===== config.mk =====
export PLATFORM = sky130hd
export DESIGN_NAME = coef_bank_mac
export DESIGN_NICKNAME = d
export VERILOG_FILES = /design/src/rtl/coef_bank_mac.sv
export SDC_FILE = /design/constraint.sdc
export NUM_CORES = 2
export LEC_CHECK = 0
export CAP_MARGIN = 40
export CELL_PAD_IN_SITES_DETAIL_PLACEMENT = 1
export CELL_PAD_IN_SITES_GLOBAL_PLACEMENT = 1
export CORE_MARGIN = 1.5
export CORE_UTILIZATION = 48
export CTS_CLUSTER_DIAMETER = 50
export DETAILED_ROUTE_END_ITERATION = 12
export PLACE_DENSITY = 0.86
export SLEW_MARGIN = 15
export SYNTH_ARGS = -nofsm -noshare
export SYNTH_HDL_FRONTEND = slang
export SYNTH_SLANG_ARGS = --single-unit
export TNS_END_PERCENT = 100

===== constraint.sdc =====
create_clock -name iClk12M -period 7.3 [get_ports iClk12M]
set_clock_uncertainty 0.15 [all_clocks]
set_input_delay 2.19 -clock iClk12M [delete_from_list [all_inputs] [get_ports iClk12M]]
set_output_delay 2.19 -clock iClk12M [all_outputs]
set_load 0.02 [all_outputs]

===== src/rtl/coef_bank_mac.sv =====
// Four-bank coefficient RAM with a 40-sample delay line and a serial MAC.
// Define MAC_SAT_EN to saturate oMacOut; otherwise acc[30:15] wraps.
module coef_bank_mac #(
    parameter int unsigned TAPS_PER_BANK = 10,
    parameter int unsigned ACC_W         = 38
) (
    input  logic               iClk12M,
    input  logic               iRsn,
    input  logic               iEnSample600k,
    input  logic signed [15:0] iFirIn,
    input  logic               iCsnRam,
    input  logic               iWrnRam,
    input  logic        [1:0]  iModuleSel,
    input  logic        [3:0]  iAddrRam,
    input  logic signed [15:0] iWtDtRam,
    input  logic               iEnMAC,
    output logic signed [15:0] oRdDt,
    output logic               oRdValid,
    output logic signed [15:0] oMacOut,
    output logic               oMacValid
);

    localparam int unsigned NTaps = 4 * TAPS_PER_BANK;
    localparam int unsigned IdxW  = $clog2(NTaps);

    typedef enum logic [1:0] {StIdle, StAcc, StDump} state_e;

    state_e                    state_q, state_d;
    logic signed [15:0]        coef_q [NTaps];
    logic signed [15:0]        coef_d [NTaps];
    logic signed [15:0]        dline_q [NTaps];
    logic signed [15:0]        dline_d [NTaps];
    logic signed [15:0]        rd_dt_q, rd_dt_d;
    logic signed [15:0]        smp_q, smp_d;
    logic                      rd_valid_q, rd_valid_d;
    logic signed [ACC_W-1:0]   acc_q, acc_d;
    logic signed [15:0]        mac_out_q, mac_out_d;
    logic                      mac_valid_q, mac_valid_d;

    logic                      in_range;
    logic        [IdxW-1:0]    idx;
    logic signed [31:0]        prod;
    logic signed [ACC_W-1:0]   prod_ext;
    logic signed [15:0]        scaled;

    assign in_range = 32'(iAddrRam) < TAPS_PER_BANK;
    assign idx      = IdxW'(32'(iModuleSel) * TAPS_PER_BANK + 32'(iAddrRam));
    assign prod     = rd_dt_q * smp_q;
    assign prod_ext = {{(ACC_W - 32){prod[31]}}, prod};

`ifdef MAC_SAT_EN
    // acc >>> 15 fits 16 bits only when all bits above bit 30 match the sign.
    always_comb begin
        if ((&acc_q[ACC_W-1:30]) || !(|acc_q[ACC_W-1:30])) begin
            scaled = acc_q[30:15];
        end else begin
            scaled = acc_q[ACC_W-1] ? 16'sh8000 : 16'sh7fff;
        end
    end
`else
    assign scaled = acc_q[30:15];
`endif

    always_comb begin
        coef_d      = coef_q;
        dline_d     = dline_q;
        rd_dt_d     = rd_dt_q;
        smp_d       = smp_q;
        rd_valid_d  = 1'b0;
        acc_d       = acc_q;
        state_d     = state_q;
        mac_out_d   = mac_out_q;
        mac_valid_d = 1'b0;

        if (!iCsnRam) begin
            if (!iWrnRam) begin
                if (in_range) begin
                    coef_d[idx] = iWtDtRam;
                end
            end else begin
                rd_valid_d = 1'b1;
                // Reads sample dline_q, so a same-edge shift is not visible.
                if (in_range) begin
                    rd_dt_d = coef_q[idx];
                    smp_d   = dline_q[idx];
                end else begin
                    rd_dt_d = '0;
                    smp_d   = '0;
                end
            end
        end

        if (iEnSample600k) begin
            dline_d[0] = iFirIn;
            for (int k = 1; k < NTaps; k++) begin
                dline_d[k] = dline_q[k-1];
            end
        end

        unique case (state_q)
            StIdle: begin
                if (iEnMAC) begin
                    state_d = StAcc;
                    acc_d   = prod_ext;
                end
            end
            StAcc: begin
                if (rd_valid_q) begin
                    acc_d = acc_q + prod_ext;
                end
                if (!iEnMAC) begin
                    state_d = StDump;
                end
            end
            StDump: begin
                mac_out_d   = scaled;
                mac_valid_d = 1'b1;
                state_d     = StIdle;
            end
            default: state_d = StIdle;
        endcase
    end

    always_ff @(posedge iClk12M or negedge iRsn) begin
        if (!iRsn) begin
            state_q     <= StIdle;
            coef_q      <= '{default: '0};
            dline_q     <= '{default: '0};
            rd_dt_q     <= '0;
            smp_q       <= '0;
            rd_valid_q  <= 1'b0;
            acc_q       <= '0;
            mac_out_q   <= '0;
            mac_valid_q <= 1'b0;
        end else begin
            state_q     <= state_d;
            coef_q      <= coef_d;
            dline_q     <= dline_d;
            rd_dt_q     <= rd_dt_d;
            smp_q       <= smp_d;
            rd_valid_q  <= rd_valid_d;
            acc_q       <= acc_d;
            mac_out_q   <= mac_out_d;
            mac_valid_q <= mac_valid_d;
        end
    end

    assign oRdDt     = rd_dt_q;
    assign oRdValid  = rd_valid_q;
    assign oMacOut   = mac_out_q;
    assign oMacValid = mac_valid_q;

endmodule

# == Yosys cells after proc, flatten, opt, wreduce, memory -nomap -nowiden ==
# Cells that the tools add are included.
# word_totals
ff_bits,1370
input_bits,44
out_inout_bits,34
elab_cells,129
# classes
addsub,2
mul,2
order_cmp,3
eq_ne,5
muxes,20
bitwise_logic,3
reduce_logical,7
# op_table
operator,count
$bwmux 640,1
$bmux 16 s6,2
$mux 16,7
$demux 16 s6,1
$mux 38,2
$pmux 38 s2,1
$add 38x32->38,1
$mul 16x16->32,1
$ge 7x7->1 const B,1
$lt 7x1->1 const B,1
$not 6->7,1
$add 6x4->6,1
$ne 2x2->1 const B,3
$reduce_and 3->1,2
$mul 2x3->5 const B,1
$lt 4x4->1 const B,1
$mux 2,2
$pmux 2 s2,1
$reduce_and 2->1,2
$mux 1,3
$eq 2x1->1 const B,1
$eq 2x2->1 const B,1
$logic_not 2->1,1
$not 1->1,2
2 further kinds,2

# == Logic depth before layout (Yosys ltp) ==
# depth
depth_word,8
depth_mapped,34
depth_no_buf,32

# == Least setup slack after synthesis ==
# No wires, ideal clock.
# synth_timing
kind,register to register
from,register rd_dt_q[7] (netlist: oRdDt[7])
to,register acc_q[27]
setup_time_ps,131
t_arrival_ps,7479
required_time_ps,7019
path_slack_ps,-460
path_stages_with_launch,33
n_path_buf,1
period_less_slack_ps,7760
cell_sequence,dfrtp_1 clkbuf_1 nand2_1 fa_1 inv_1 fa_1 inv_1 fa_1 inv_1 fa_1 fa_1 inv_1 fa_1 inv_1 ha_1 nand3_1 or2_2 o221ai_2 and2_1 a41oi_2 o21bai_1 a21oi_1 xnor2_1 ha_1 a21o_1 or3_1 o2111a_1 o31ai_2 a31o_2 xor2_1 nor2_1 a21oi_1 o21ai_1
# synth_via
elab_chain_cells,4
word_cells_on_any_way,5
cone_classes,1 x add/sub; 1 x mul; 3 x mux
# synth_lines
element,line_no,rtl
"start, declared",33,"logic signed [15:0] rd_dt_q, rd_dt_d;"
"start signal, assigned",139,rd_dt_q <= rd_dt_d;
$mul 16x16->32 *,48,assign prod = rd_dt_q * smp_q;
$add 38x32->38,109,acc_d = acc_q + prod_ext;
$mux 38,108,if (rd_valid_q) begin
$pmux 38 s2 *,100,unique case (state_q)
"end signal, assigned",132,acc_q <= '0;
"end signal, assigned",142,acc_q <= acc_d;
"end, declared",36,"logic signed [ACC_W-1:0] acc_q, acc_d;"
# Every way passes the cells marked *; elsewhere a longest branch is shown, timed or not. The select of a mux whose other input is x is not followed.
# A chain may end at the register's enable or synchronous reset.

# == Final worst setup path ==
# layout_timing
from,register smp_q[2]
to,register acc_q[30]
# layout_via
elab_chain_cells,4
word_cells_on_any_way,5
cone_classes,1 x add/sub; 1 x mul; 3 x mux
# layout_lines
element,line_no,rtl
"start, declared",34,"logic signed [15:0] smp_q, smp_d;"
"start signal, assigned",140,smp_q <= smp_d;
$mul 16x16->32 *,48,
$add 38x32->38,109,
$mux 38,108,
$pmux 38 s2 *,100,
# Marked as above.

==> out/metrics.yaml <==
clock-sinks: 1363
placed_cells: 7431
drc: 0
path_class: "flop to flop"
numCtsBuffers: 156
p_seq_share_pct: 28.6
synth-seq-area-share_pct: 47.1
grt_pass1_vias: 56500
cts_tree: "yes"
vias_per_cell: 6.45
critPathMaxStageDelay_ns: 0.70
slew-limit-headroom_pct: 30.8
min_period_ns: 8.62
synth_seq_cells: 1363
grt_usage_pct: 32.1
die_h_microns: 392
hpwl_mm: 141
violations: "setup timing"
wl_met3_mm: 19.0
synth-main-ff-cell: "dfrtp_1"
port_buffers: 77
cellPowerDensity_mw_per_mm2: 453
cp-start-kind: "flop"
irDropWorstVdd_uv: 565
fin_cells: 7781
totalWireLength_mm: 256
setup_viol: 14
netSwitchingFraction_pct: 40.0
power_frac_clock_pct: 21.7
syn_area_per_cell_sq_um: 13.5
antenna_left: 0
hold_class: "flop to flop"
finalWorstSetupSlack_ns: -1.32
initial_core_util_pct: 48.4
p_sw_mw: 15.3
synthesis.instances: 5376
first_pass_iters: 7
nets: 6056
final_hold_viol_count: 0
avgRoutedWirePerCell_microns: 32.9
area_growth_pct: 16.2
total_power_mw: 38.2
cp_max_fo: 4
die_w_microns: 392
cts_max_path_buffers: 3
std_cell_rows: 142
io_pins: 78
filler_cell_count: 14200
drv.max_cap_violation_count: 0
mostFrequentLayoutCells: "dfrtp_1 (1341), mux2_2 (1292), buf_4 (357)"
met1Wirelength_mm: 88.6
intPower_mw: 22.9
h-tree-depth: 4
final_common_cell: "dfrtp_1"
cp-end-kind: "flop"
multi_input_area_sq_mm: 0.0366
drt_iter0_drc: 4696
clk_latency_ns: 0.83
post-route-period-util_pct: 118
reg2reg_slack_ns: -1.32
layout-drive-gt1-share_pct: 42.9
fmax_mhz: 116
cp.arrival_ns: 9.21
wl_met2_mm: 128
pre_cts_ws_ns: -0.796
grt_max_degree: 151
rsz0062_at_grt: "yes"
async_flop_share_pct: 100
grt_pass1_wl_mm: 369
crit_path_top_delay_cell: "fa_2"
die_area_sq_mm: 0.153
p_comb_share_pct: 49.6
yosysWarnings: 0
clk_pin_slew_ns: 0.06
num_vias: 50200
status: "finished with violations"
coreArea_sq_mm: 0.150
cts_root_buf: "clkbuf_16"
gr-total-overflow: 0
drv_slew: 0
p_leak_nw: 39.0
highest_layer: "met5"
gp_congestion: 0.888
ys_types: 72
synth-edff-count: 0
netlist_area_sq_mm: 0.0725
register_area_sq_mm: 0.0341
worst_pin_slew_ns: 1.03
grt_antenna_before_repair: 6
crit_required_ns: 7.88
syn_nets: 5794
[repair_timing]
action	in CTS	in global routing
hold buffers	0	0
gates resized for setup	118	94
buffers inserted	38	25
endpoints found under the setup margin	16	20
pin swaps	70	55
[power groups by stage]
stage	clock (mW)	combinational, mW	sequential [mW]
5_1_grt	8.63	19.8	11.1
3_5_place_dp	0	14.7	10.8
2_1_floorplan	0	9.13	10.3
4_1_cts	8.32	16.5	10.9
3_3_place_gp	0	13.6	10.6
6_report	8.30	19.0	10.9
[path summary, 6_finish.rpt]
path                               start           end  depth (start not counted)
worst min-delay path            acc_q[0]      acc_q[0]                          2
worst max-delay path            smp_q[2]     acc_q[30]                         31
min in group asynchronous           iRsn  dline_q[636]                          1
worst max register to register  smp_q[2]     acc_q[30]                         31
worst min register to register  acc_q[0]      acc_q[0]                          2
max in group asynchronous           iRsn      acc_q[8]                          2
[layer usage]
metal	vias up	GRT usage, %
li1	19500	-
met1	26600	36.7
met2	2854	55.2
met3	1212	5.94
met4	6	20.9
met5	-	0
[logic make-up (layout without fill, tap and decap cells)]
kind of cell,after synthesis,count (layout),synth area share [%]
multiplexers,1626,1626,29.7
flip-flops,1363,1363,47.1
AND/OR/NAND/NOR,793,793,5.03
buffers and inverters,686,1072,3.78
AO/OA/AOI/OAI,473,473,4.59
adder cells (fa/ha/maj),374,374,9.13
XOR/XNOR,61,61,0.748
other,0,3,0
[state kept, by name, indices dropped and copies added, names as in the netlist]
signal	count
dline_q	640
oRdDt	16
state_q	2
oRdValid	1
acc_q	31
smp_q	16
oMacOut	16
coef_q	640
oMacValid	1
[layout make-up]
type,instances,area share (%)
clock inverter,58,1.07
multi-input combinational,3327,43.5
antenna,3,0.00891
sequential,1363,40.5
clock buffer,224,5.28
inverter,304,1.36
timing repair buffer,486,5.25
tap,2016,3.00
[cell usage after synthesis (10+ instances only)]
cell,number,area [sq um]
a211oi_1,66,495
a21o_1,19,143
a21oi_1,105,526
a311oi_1,10,87.6
a31oi_1,46,288
a32o_1,31,310
and2_1,147,920
buf_1,21,78.8
buf_2,84,420
buf_4,15,113
clkbuf_1,262,983
dfrtp_1,1363,34100
fa_1,258,5160
ha_1,116,1450
inv_1,304,1140
mux2_2,1292,14500
mux2i_1,41,410
mux4_2,288,6490
nand2_1,306,1150
nand2b_1,17,106
nand3_1,20,100
nor2_1,238,893
nor2_4,11,124
nor2b_1,12,75.1
nor3_1,10,50.1
o21ai_0,48,240
o21bai_1,12,90.1
o22ai_1,22,138
o31ai_1,34,255
o32ai_1,32,280
xnor2_1,48,420
xor2_1,12,105
[worst max-delay path, delay by kind of cell (launching register included)]
kind | cells | cell delay [ns]
and+or+nand+nor | 7 | 1.08
muxes | 1 | 0.16
adders and majority gates | 8 | 4.03
AOI/OAI and AO/OA | 7 | 1.57
buffers and inverters | 7 | 0.90
DFF | 1 | 0.44
xor gates and xnor gates | 1 | 0.17
[per-stage QoR]
step	utilization [%]	setup TNS, ns	area [sq um]	hold WS, ns
final	56.2	-11.56	84200	0.342
after floorplan	-	-0.155	72700	0.302
after CTS	55.8	-2.20	83500	0.344
after global placement	51.6	-1.19	77300	0.317
after global routing	56.2	-15.05	84200	0.368
after detailed placement	51.7	-5.51	77400	0.333
(Power assumes the default switching activity.)
